`src/rtl/fifo_cdc_pkg.sv`:
```
// Shared CDC FIFO helpers: pointer width derivation and Gray conversions.
package fifo_cdc_pkg;

  localparam int unsigned ADDR_WIDTH_DEFAULT = 3;
  localparam int unsigned PW_DEFAULT         = ADDR_WIDTH_DEFAULT + 1;
  localparam int unsigned MAX_PW             = 32;

  // Pointer carries one extra wrap bit beyond the RAM address.
  function automatic int unsigned ptr_width(input int unsigned addr_width);
    return addr_width + 1;
  endfunction

  function automatic logic [MAX_PW-1:0] bin2gray(input logic [MAX_PW-1:0] bin);
    return bin ^ (bin >> 1);
  endfunction

  // Each binary bit is the XOR of all Gray bits at or above it.
  function automatic logic [MAX_PW-1:0] gray2bin(input logic [MAX_PW-1:0] gray);
    logic [MAX_PW-1:0] bin;
    bin = gray;
    for (int i = 1; i < int'(MAX_PW); i++) begin
      bin = bin ^ (gray >> i);
    end
    return bin;
  endfunction

endpackage

```
`src/rtl/sync_ff_chain.sv`:
```
// Multi-bit flop-chain synchronizer with synchronous active-high reset.
module sync_ff_chain #(
  parameter int unsigned WIDTH  = 4,
  parameter int unsigned STAGES = 2
) (
  input  logic             clk,
  input  logic             rst,
  input  logic [WIDTH-1:0] d,
  output logic [WIDTH-1:0] q
);

  logic [WIDTH-1:0] stage_q [STAGES];

  // Plain shift chain; nothing sits between stages.
  always_ff @(posedge clk) begin
    if (rst) begin
      for (int i = 0; i < int'(STAGES); i++) begin
        stage_q[i] <= '0;
      end
    end else begin
      stage_q[0] <= d;
      for (int i = 1; i < int'(STAGES); i++) begin
        stage_q[i] <= stage_q[i-1];
      end
    end
  end

  assign q = stage_q[STAGES-1];

endmodule

```
`src/rtl/wptr_handler_ctrl.sv`:
```
// Write-side pointer and flag controller for the CDC FIFO.
module wptr_handler_ctrl
  import fifo_cdc_pkg::*;
#(
  parameter int unsigned ADDR_WIDTH        = ADDR_WIDTH_DEFAULT,
  parameter int unsigned SYNC_STAGES       = 2,
  parameter int unsigned ALMOST_FULL_LEVEL = 6
) (
  input  logic                  write_clk,
  input  logic                  write_rst,
  input  logic                  write_enable,
  input  logic [ADDR_WIDTH:0]   read_gray_pointer,
  output logic                  write_accept,
  output logic [ADDR_WIDTH-1:0] write_addr,
  output logic [ADDR_WIDTH:0]   write_pointer,
  output logic [ADDR_WIDTH:0]   write_gray_pointer,
  output logic                  full,
  output logic                  almost_full,
  output logic [ADDR_WIDTH:0]   write_level,
  output logic                  overflow,
  input  logic                  overflow_clear
);

  localparam int unsigned PW = ptr_width(ADDR_WIDTH);

  logic [PW-1:0] rsync;
  logic [PW-1:0] rbin;
  logic [PW-1:0] wptr_next;
  logic [PW-1:0] wgray_next;
  logic [PW-1:0] level_next;
  logic          full_next;
  logic          almost_full_next;

  // Bring the read Gray pointer into the write domain.
  sync_ff_chain #(
    .WIDTH  (PW),
    .STAGES (SYNC_STAGES)
  ) u_rptr_sync (
    .clk (write_clk),
    .rst (write_rst),
    .d   (read_gray_pointer),
    .q   (rsync)
  );

  // Strobe is held low in reset so no write lands while pointers are clearing.
  assign write_accept = write_enable & ~full & ~write_rst;
  assign write_addr   = write_pointer[ADDR_WIDTH-1:0];

  // Look-ahead pointer, occupancy and flag computation.
  always_comb begin
    wptr_next        = write_pointer + PW'(write_accept);
    wgray_next       = PW'(bin2gray(MAX_PW'(wptr_next)));
    rbin             = PW'(gray2bin(MAX_PW'(rsync)));
    level_next       = wptr_next - rbin;
    full_next        = (wgray_next == {~rsync[PW-1:PW-2], rsync[PW-3:0]});
    almost_full_next = (level_next >= PW'(ALMOST_FULL_LEVEL));
  end

  // Pointer, flag and sticky-overflow registers.
  always_ff @(posedge write_clk) begin
    if (write_rst) begin
      write_pointer      <= '0;
      write_gray_pointer <= '0;
      full               <= 1'b0;
      almost_full        <= 1'b0;
      write_level        <= '0;
      overflow           <= 1'b0;
    end else begin
      write_pointer      <= wptr_next;
      write_gray_pointer <= wgray_next;
      full               <= full_next;
      almost_full        <= almost_full_next;
      write_level        <= level_next;
      if (write_enable && full) begin
        overflow <= 1'b1;
      end else if (overflow_clear) begin
        overflow <= 1'b0;
      end
    end
  end

endmodule
```
`config.mk`:
```
export PLATFORM = sky130hd
export DESIGN_NAME = wptr_handler_ctrl
export DESIGN_NICKNAME = d
export VERILOG_FILES = /design/src/rtl/fifo_cdc_pkg.sv /design/src/rtl/sync_ff_chain.sv /design/src/rtl/wptr_handler_ctrl.sv
export SDC_FILE = /design/constraint.sdc
export NUM_CORES = 1
export LEC_CHECK = 0
export CAP_MARGIN = 10
export CORE_MARGIN = 8
export CORE_UTILIZATION = 40
export CTS_CLUSTER_DIAMETER = 30
export DETAILED_ROUTE_END_ITERATION = 12
export HOLD_SLACK_MARGIN = 0.15
export PLACE_DENSITY = 0.73
export SYNTH_ARGS = -nofsm -noshare
export SYNTH_HDL_FRONTEND = slang
export SYNTH_SLANG_ARGS = --single-unit
export TNS_END_PERCENT = 100
```
`constraint.sdc`:
```
create_clock -name write_clk -period 2.2 [get_ports write_clk]
set_input_delay 0.33 -clock write_clk [delete_from_list [all_inputs] [get_ports write_clk]]
set_output_delay 0.33 -clock write_clk [all_outputs]
set_load 0.02 [all_outputs]
```
==> out/summary.log, run 1 <==
INFO  worst_setup_path timing.critical_path.to_type=flop
INFO  placed_design  detailed_place.area=1284µm²
INFO  logic_synthesis syn_inst=86
INFO  worst_setup_path maximum_net_fanout_on_the_critical_path=2
INFO  drt            wire_per_inst=13.67µm
INFO  logic_synthesis post_synth_design_cell_area=892.1µm²
INFO  logic_synthesis top_area_cell_type_share_of_the_netlist_area=49.37%
INFO  logic_synthesis synthesis.nets=100
INFO  floorplanning  initial_util=41.12%
INFO  timing         rsz0062_at_grt=false
INFO  power_and_ir_drop power_frac_seq=46.6%
INFO  floorplanning  die_y=63.23µm
INFO  cells_and_area final_common_cell=sky130_fd_sc_hd__clkdlybuf4s50_1
INFO  timing         timing.clock.skew=0.9077ps
INFO  logic_synthesis yosys_warnings=0
INFO  cts            clock_transition_at_the_register_clock_pins_on_the_worst_setup_and_hold_paths_after_cts=110ps
INFO  timing         max_slew.worst_pin.slew=413.0ps
INFO  cells_and_area layout-area-overhead-vs-synth=65.78%
INFO  drt            first_iter_violations=6
INFO  logic_synthesis synth.area.top_cells=sky130_fd_sc_hd__dfxtp_1 (49%), sky130_fd_sc_hd__xnor2_1 (8.8%), sky130_fd_sc_hd__ha_1 (7.0%)
INFO  cells_and_area final_cell_mix=sky130_fd_sc_hd__clkdlybuf4s50_1 (23), sky130_fd_sc_hd__dfxtp_1 (20), sky130_fd_sc_hd__buf_4 (19)
INFO  flow_run       max_cap_viol_count=0
INFO  worst_setup_path crit_type=reg2reg
INFO  grt            maximum_number_of_pins_on_one_net_before_global_route_repair=23
INFO  cells_and_area layout-drive-gt1-share=32.56%
INFO  power_and_ir_drop total_leakage_power=0.6015nW
INFO  power_and_ir_drop post-layout-total-power=0.0009421W
INFO  logic_synthesis synth_top_cell_by_area=sky130_fd_sc_hd__dfxtp_1
INFO  outcome        run_status=finished clean
INFO  cells_and_area fin_area=1479µm²
INFO  placed_design  routabilityCongestion=0.8018
INFO  power_and_ir_drop power_switching=0.0002597W
INFO  drt            antenna_violating_nets_post_route=0
INFO  floorplanning  std_cell_rows=17
INFO  grt            grt_antenna_before_repair=0
INFO  cells_and_area finish.net_count=144
INFO  drt            drc=0
INFO  grt            global_route.overflow_total=0
INFO  timing         timing.max_slew.rel_slack=72.27%
INFO  floorplanning  dieArea=3997µm²
INFO  logic_synthesis synth_cell_type_count=23
INFO  drt            via_count=719
INFO  power_and_ir_drop comb_power_share=30.2%
INFO  cts            clock_tree_from_tritoncts=done
INFO  cts            clock_insertion_delay_worst_skew=310ps
INFO  placed_design  number_of_port_buffers=26
INFO  timing         fin_worst_hold_slack=315.7ps
INFO  power_and_ir_drop irDropWorstVdd=0.5646mV
INFO  timing         hold_viol_final=0
INFO  power_and_ir_drop pwr-share-clk=23.2%
INFO  hold_path      hold_class=in2reg
INFO  cts            ctsHtreeMaxLevel=1
INFO  cells_and_area diodes=0
INFO  grt            number_of_global_route_vias_before_repair=764
INFO  cts            clockRootBuffer=sky130_fd_sc_hd__clkbuf_4
INFO  grt            grt_pass1_wl=3484µm
INFO  worst_setup_path crit_required=2440ps
INFO  drt            drt-pass1-iter-count=3
INFO  power_and_ir_drop total_power_divided_by_cell_area=637.0nW/µm²
INFO  cts            clock_sink_count=22
INFO  floorplanning  die-width=63.23µm
INFO  timing         final-max-slew-violation-count=0
INFO  floorplanning  io-pin-count=27
INFO  logic_synthesis synthesis.area_per_instance=10.37µm²
INFO  logic_synthesis yosys_register_bits=22
INFO  power_and_ir_drop power_switching_share=27.57%
INFO  cts            numCtsBuffers=3
INFO  floorplanning  floorplan.core_area=2170µm²
INFO  cells_and_area fin_util=68.17%
INFO  worst_setup_path worstPathArrival=2360ps
INFO  cts            largest_buffer_count_on_any_clock_path=2
INFO  timing         period_needed=2119ps
INFO  timing         timing.final.setup_violations=0
INFO  power_and_ir_drop internal_power=0.0006824W
INFO  drt            wire_length_after_detailed_routing=2146µm
INFO  drt            detail_route.vias_per_cell=4.580
INFO  worst_setup_path start_kind=flop
INFO  grt            global_route.usage.total=10.78%
INFO  logic_synthesis synth_sequential_area_ratio=49.37%
INFO  timing         fmax=0.4719GHz
INFO  placed_design  hpwl=1443µm
INFO  timing         post-route-period-util=96.32%
==> synth_stat cells <==
cell / count
sky130_fd_sc_hd__a21boi_0: 1
sky130_fd_sc_hd__a21o_1: 1
sky130_fd_sc_hd__a21oi_1: 2
sky130_fd_sc_hd__a31oi_1: 1
sky130_fd_sc_hd__and3_1: 1
sky130_fd_sc_hd__buf_4: 4
sky130_fd_sc_hd__clkbuf_1: 2
sky130_fd_sc_hd__dfxtp_1: 22
sky130_fd_sc_hd__fa_1: 1
sky130_fd_sc_hd__ha_1: 5
sky130_fd_sc_hd__inv_1: 4
sky130_fd_sc_hd__nand2_1: 1
sky130_fd_sc_hd__nand2b_1: 1
sky130_fd_sc_hd__nand3_1: 2
sky130_fd_sc_hd__nor2_1: 9
sky130_fd_sc_hd__nor2b_1: 10
sky130_fd_sc_hd__nor3_1: 1
sky130_fd_sc_hd__nor3b_1: 1
sky130_fd_sc_hd__o21ai_0: 1
sky130_fd_sc_hd__or2_2: 1
sky130_fd_sc_hd__xnor2_1: 9
sky130_fd_sc_hd__xor2_1: 5
sky130_fd_sc_hd__xor2_2: 1
==> metrics by stage <==
stage | setup TNS, ps | cells | worst slack [ps]
final | 0 | 157 | 81.05
after global routing | 0 | 157 | 1.111
after CTS | 0 | 155 | 6.906
after detailed placement | -1026 | 145 | -397.1
after global placement | -737.6 | 145 | -262.4
after floorplan | 0 | 86 | 10.62
==> final timing paths <==
path	startpoint	endpoint	slack (ps)	cells past startpoint
worst max-delay path	u_rptr_sync.stage_q[0][7]$_SDFF_PP0_	almost_full$_SDFF_PP0_	80	8
worst min-delay path	write_enable	overflow$_SDFFE_PP0P_	320	3
worst max register to register	u_rptr_sync.stage_q[0][7]$_SDFF_PP0_	almost_full$_SDFF_PP0_	80	8
worst min register to register	u_rptr_sync.stage_q[0][2]$_SDFF_PP0_	u_rptr_sync.stage_q[0][6]$_SDFF_PP0_	450	1
==> power groups by stage <==
stage	clock, W	sequential, W	combinational (W)
6_report	0.000219	0.000439	0.000284
5_1_grt	0.000245	0.000442	0.000306
4_1_cts	0.000227	0.000439	0.000257
3_5_place_dp	0	0.000447	0.000237
3_3_place_gp	0	0.000447	0.000228
2_1_floorplan	0	0.000475	0.000100
==> repair_timing <==
| action | CTS | global route |
|---|---|---|
| buffers inserted | 6 | 2 |
| hold buffers | 0 | 0 |
| resized for setup | 9 | 11 |
| endpoints found under the setup margin | 1 | 1 |
| pin swaps | 7 | 9 |
| cloned | 0 | 0 |
==> state kept, by name, summed over array words and instances (netlist names) <==
| register | flops |
|---|---|
| almost_full | 1 |
| full | 1 |
| overflow | 1 |
| u_rptr_sync.stage_q | 8 |
| write_gray_pointer | 3 |
| write_level | 4 |
| write_pointer | 4 |
==> layer usage <==
metal	track usage, %	vias up	wire length (µm)
met5	0	-	0
met4	7.521	0	65
met3	3.887	7	155
met2	18.57	24	1035
met1	10.54	336	888
li1	-	352	-
==> layout make-up <==
class | count | area, µm²
Clock buffer | 4 | 36.28
Fill cell | 183 | 690.7
Inverter | 4 | 15.01
Multi-Input combinational cell | 54 | 541.8
Sequential cell | 22 | 447.9
Tap cell | 28 | 35.03
Timing Repair Buffer | 45 | 402.9
==> cell families (layout without fill, tap and decap cells) <==
family / Yosys count / in the layout / share of synthesized area [%]
compound gates: 6 / 6 / 4.068
xor+xnor: 15 / 15 / 15.57
fa+ha+maj: 6 / 6 / 9.257
buf+inv: 10 / 53 / 5.891
flops: 22 / 22 / 49.37
simple gates: 27 / 27 / 15.85
==> critical path, stage by stage (launching register included) <==
cell	delay (ps)
sky130_fd_sc_hd__dfxtp_4	380
sky130_fd_sc_hd__xnor2_4	200
sky130_fd_sc_hd__xor2_2	250
sky130_fd_sc_hd__xnor2_2	110
sky130_fd_sc_hd__ha_4	180
sky130_fd_sc_hd__fa_2	370
sky130_fd_sc_hd__xor2_2	160
sky130_fd_sc_hd__or2_4	240
sky130_fd_sc_hd__a31oi_4	160
No activity file was read; power rests on OpenSTA's default activity.
==> inputs of run 2 (changes only) <==
--- a/config.mk
+++ b/config.mk
@@ -5,7 +5,7 @@
 export SDC_FILE = /design/constraint.sdc
 export NUM_CORES = 1
 export LEC_CHECK = 0
-export CAP_MARGIN = 10
+export CAP_MARGIN = 20
 export CORE_MARGIN = 8
 export CORE_UTILIZATION = 40
 export CTS_CLUSTER_DIAMETER = 30
==> results of run 2 <==
The final DEF is identical to that of run 1; final timing and power are the same.
==> inputs of run 3 (changes only) <==
--- a/config.mk
+++ b/config.mk
@@ -6,7 +6,7 @@
 export NUM_CORES = 1
 export LEC_CHECK = 0
 export CAP_MARGIN = 20
-export CORE_MARGIN = 8
+export CORE_MARGIN = 4
 export CORE_UTILIZATION = 40
 export CTS_CLUSTER_DIAMETER = 30
 export DETAILED_ROUTE_END_ITERATION = 12
==> run 3 against run 2 <==
Effect of this change: utilization decreased by 0.40 points; total power decreased by 3.5%; critical path type unchanged; clock skew increased by 3.5 ps; clock-buffer cell count unchanged; critical endpoint unchanged; via count decreased by 3.3%; combinational power decreased by 11%; cell area decreased by 6.4%; maximum frequency increased by 2.0%; flip-flop and latch count unchanged.
==> out/summary.log, run 3 (synthesis results as in run 1) <==
INFO  placed_design  post_place_setup_slack=-358.9ps [was -397.1 ps]
INFO  cts            clock_tree_from_tritoncts=done [unchanged]
INFO  cts            clock_insertion_delay_worst_skew=310ps [about the same]
INFO  drt            wire_per_inst=11.66µm [was 13.67 µm]
INFO  grt            maximum_number_of_pins_on_one_net_before_global_route_repair=23 [unchanged]
INFO  drt            wire_length_after_detailed_routing=1784µm [was 2146 µm]
INFO  floorplanning  std_cell_rows=16 [was 17]
INFO  worst_setup_path crit_type=reg2reg [unchanged]
INFO  cts            largest_buffer_count_on_any_clock_path=2 [unchanged]
INFO  floorplanning  initial_util=43.69% [was 41.12%]
INFO  timing         final-max-slew-violation-count=0 [unchanged]
INFO  grt            grt_antenna_before_repair=0 [unchanged]
INFO  cells_and_area final_common_cell=sky130_fd_sc_hd__clkdlybuf4s50_1 [unchanged]
INFO  drt            drc=0 [unchanged]
INFO  placed_design  hpwl=1390µm [was 1443 µm]
INFO  cells_and_area finish.net_count=141 [was 144]
INFO  timing         fmax=0.4815GHz [was 0.4719 GHz]
INFO  timing         period_needed=2077ps [was 2119 ps]
INFO  timing         max_slew.worst_pin.slew=317.0ps [was 413.0 ps]
INFO  timing         rsz0062_at_grt=false [unchanged]
INFO  worst_setup_path start_kind=flop [unchanged]
INFO  worst_setup_path path_cells=xnor2_2 > xor2_2 > xnor2_2 > ha_4 > fa_2 > xor2_1 > or2_4 > a31oi_1 [was xnor2_4 > xor2_2 > xnor2_2 > ha_4 > fa_2 > xor2_2 > or2_4 > a31oi_4]
INFO  timing         timing.clock.skew=4.378ps [was 0.9077 ps]
INFO  placed_design  placed_cells_incl_taps=148 [was 145]
INFO  cells_and_area final_cells=153 [was 157]
INFO  cts            cts_hold_buf=0 [unchanged]
INFO  cells_and_area largest_register_ff_count=8 [unchanged]
INFO  drt            first_iter_violations=5 [was 6]
INFO  cts            clock_sink_count=22 [unchanged]
INFO  worst_setup_path worstPathArrival=2320ps [was 2360 ps]
INFO  cells_and_area layout-area-overhead-vs-synth=55.12% [was 65.78%]
INFO  power_and_ir_drop total_leakage_power=0.5710nW [was 0.6015 nW]
INFO  worst_setup_path cp_slowest_cell=sky130_fd_sc_hd__dfxtp_2 [was sky130_fd_sc_hd__dfxtp_4]
INFO  worst_setup_path crit_path_frequent_cell=sky130_fd_sc_hd__xnor2_2 [was sky130_fd_sc_hd__xor2_2]
INFO  cells_and_area diodes=0 [unchanged]
INFO  drt            detail_route.vias_per_cell=4.542 [was 4.580]
INFO  cts            clock_transition_at_the_register_clock_pins_on_the_worst_setup_and_hold_paths_after_cts=110ps [about the same]
INFO  placed_design  routabilityCongestion=0.7753 [was 0.8018]
INFO  outcome        run_status=finished clean [unchanged]
INFO  flow_run       max_cap_viol_count=0 [unchanged]
INFO  worst_setup_path kind_of_cell_with_the_highest_combined_delay_on_the_critical_path=XOR/XNOR gates [unchanged]
INFO  cells_and_area top_regs=u_rptr_sync.stage_q (8), write_level (4), write_pointer (4) [unchanged]
INFO  timing         hold_viol_final=0 [unchanged]
INFO  cts            numCtsBuffers=3 [unchanged]
INFO  timing         timing.final.ws_setup=123.0ps [was 81.05 ps]
INFO  placed_design  number_of_port_buffers=26 [unchanged]
INFO  timing         timing.final.setup_violations=0 [unchanged]
INFO  drt            antenna_violating_nets_post_route=0 [unchanged]
INFO  cells_and_area layout-drive-gt1-share=26.19% [was 32.56%]
INFO  power_and_ir_drop total_power_divided_by_cell_area=657.1nW/µm² [was 637.0 nW/µm²]
INFO  timing         post-route-period-util=94.41% [was 96.32%]
INFO  cts            clockRootBuffer=sky130_fd_sc_hd__clkbuf_4 [unchanged]
INFO  cells_and_area largest-register=u_rptr_sync.stage_q [unchanged]
INFO  worst_setup_path critical-path-max-stage-delay=350ps [was 380 ps]
INFO  hold_path      hold_class=in2reg [unchanged]
INFO  grt            global_route.usage.total=12.72% [was 10.78%]
INFO  floorplanning  dieArea=3050µm² [was 3997 µm²]
INFO  drt            drt-pass1-iter-count=4 [was 3]
INFO  grt            global_route.overflow_total=0 [unchanged]
INFO  timing         timing.max_slew.rel_slack=78.72% [was 72.27%]
INFO  worst_setup_path timing.critical_path.to_type=flop [unchanged]
INFO  grt            grt_pass1_wl=3015µm [was 3484 µm]
INFO  power_and_ir_drop irDropWorstVdd=0.5444mV [was 0.5646 mV]
INFO  worst_setup_path crit_required=2440ps [about the same]
INFO  floorplanning  io-pin-count=27 [unchanged]
INFO  worst_setup_path worst-path-buf-inv=0 [unchanged]
INFO  cts            ctsHtreeMaxLevel=1 [unchanged]
INFO  worst_setup_path maximum_net_fanout_on_the_critical_path=2 [unchanged]
INFO  floorplanning  die_y=55.23µm [was 63.23 µm]
INFO  floorplanning  floorplan.core_area=2042µm² [was 2170 µm²]
INFO  floorplanning  die-width=55.23µm [was 63.23 µm]
INFO  grt            number_of_global_route_vias_before_repair=678 [was 764]
INFO  cells_and_area final_cell_mix=sky130_fd_sc_hd__clkdlybuf4s50_1 (24), sky130_fd_sc_hd__dfxtp_1 (21), sky130_fd_sc_hd__buf_4 (16) [was sky130_fd_sc_hd__clkdlybuf4s50_1 (23), sky130_fd_sc_hd__dfxtp_1 (20), sky130_fd_sc_hd__buf_4 (19)]
INFO  drt            via_count=695 [was 719]
==> run 3: worst paths after layout <==
| check | from | to | slack [ps] | cells after the start |
|---|---|---|---|---|
| worst max register to register | u_rptr_sync.stage_q[0][6]$_SDFF_PP0_ | almost_full$_SDFF_PP0_ | 120 | 8 |
| worst min-delay path | write_enable | overflow$_SDFFE_PP0P_ | 320 | 3 |
| worst max-delay path | u_rptr_sync.stage_q[0][6]$_SDFF_PP0_ | almost_full$_SDFF_PP0_ | 120 | 8 |
| worst min register to register | u_rptr_sync.stage_q[0][2]$_SDFF_PP0_ | u_rptr_sync.stage_q[0][6]$_SDFF_PP0_ | 450 | 1 |
==> run 3: cell type report <==
type                    count  area [µm²]
well taps                  27       33.78
repair buffers             42       381.6
inverters                   4       15.01
clock buffers               4       36.28
flip-flops and latches     22       441.7
fillers                   176       658.1
multi-input cells          54       475.5
==> run 3: report_power, final <==
| group | total [W] | switching, W | internal, W | leakage [nW] |
|---|---|---|---|---|
| clock | 0.000216 | 0.000115 | 0.000101 | 0.0210 |
| combinational | 0.000254 | 0.000112 | 0.000141 | 0.369 |
| sequential | 0.000440 | 0.0000128 | 0.000427 | 0.181 |
| total | 0.000909 | 0.000240 | 0.000670 | 0.571 |
==> run 3: per-stage QoR <==
stage,setup TNS (ps),utilization [%],instance area (µm²),power [W],hold slack (ps)
6_report,0,67.77,1384,0.0009094,316.1
2_1_floorplan,0,-,953.4,0.0005752,401.6
5_1_grt,0,67.77,1384,0.0009606,346.5
3_5_place_dp,-1048,64.28,1313,0.0006919,427.3
3_3_place_gp,-701.6,64.28,1313,0.0006802,418.4
4_1_cts,0,66.73,1363,0.0009157,454.7
==> run 3: repair_timing <==
action / 4_1_cts / 5_1_grt
pin swaps: 2 / 5
gates cloned: 0 / 0
setup endpoints to repair: 1 / 2
resized for setup: 3 / 4
setup buffers: 0 / 1
==> run 3: tightest hold or removal path, cell delays in order <==
cell and delay, ps:
sky130_fd_sc_hd__dlymetal6s2s_1 130, sky130_fd_sc_hd__nand2_1 70, sky130_fd_sc_hd__a21oi_1 50
==> run 3: routing by layer <==
layer  track usage, %  vias up  wire length [µm]
met1            13.53      314               705
met3            4.196        7               149
met2            20.78       28               860
met4            9.375        0                68
met5                0        -                 0
li1                 -      346                 -
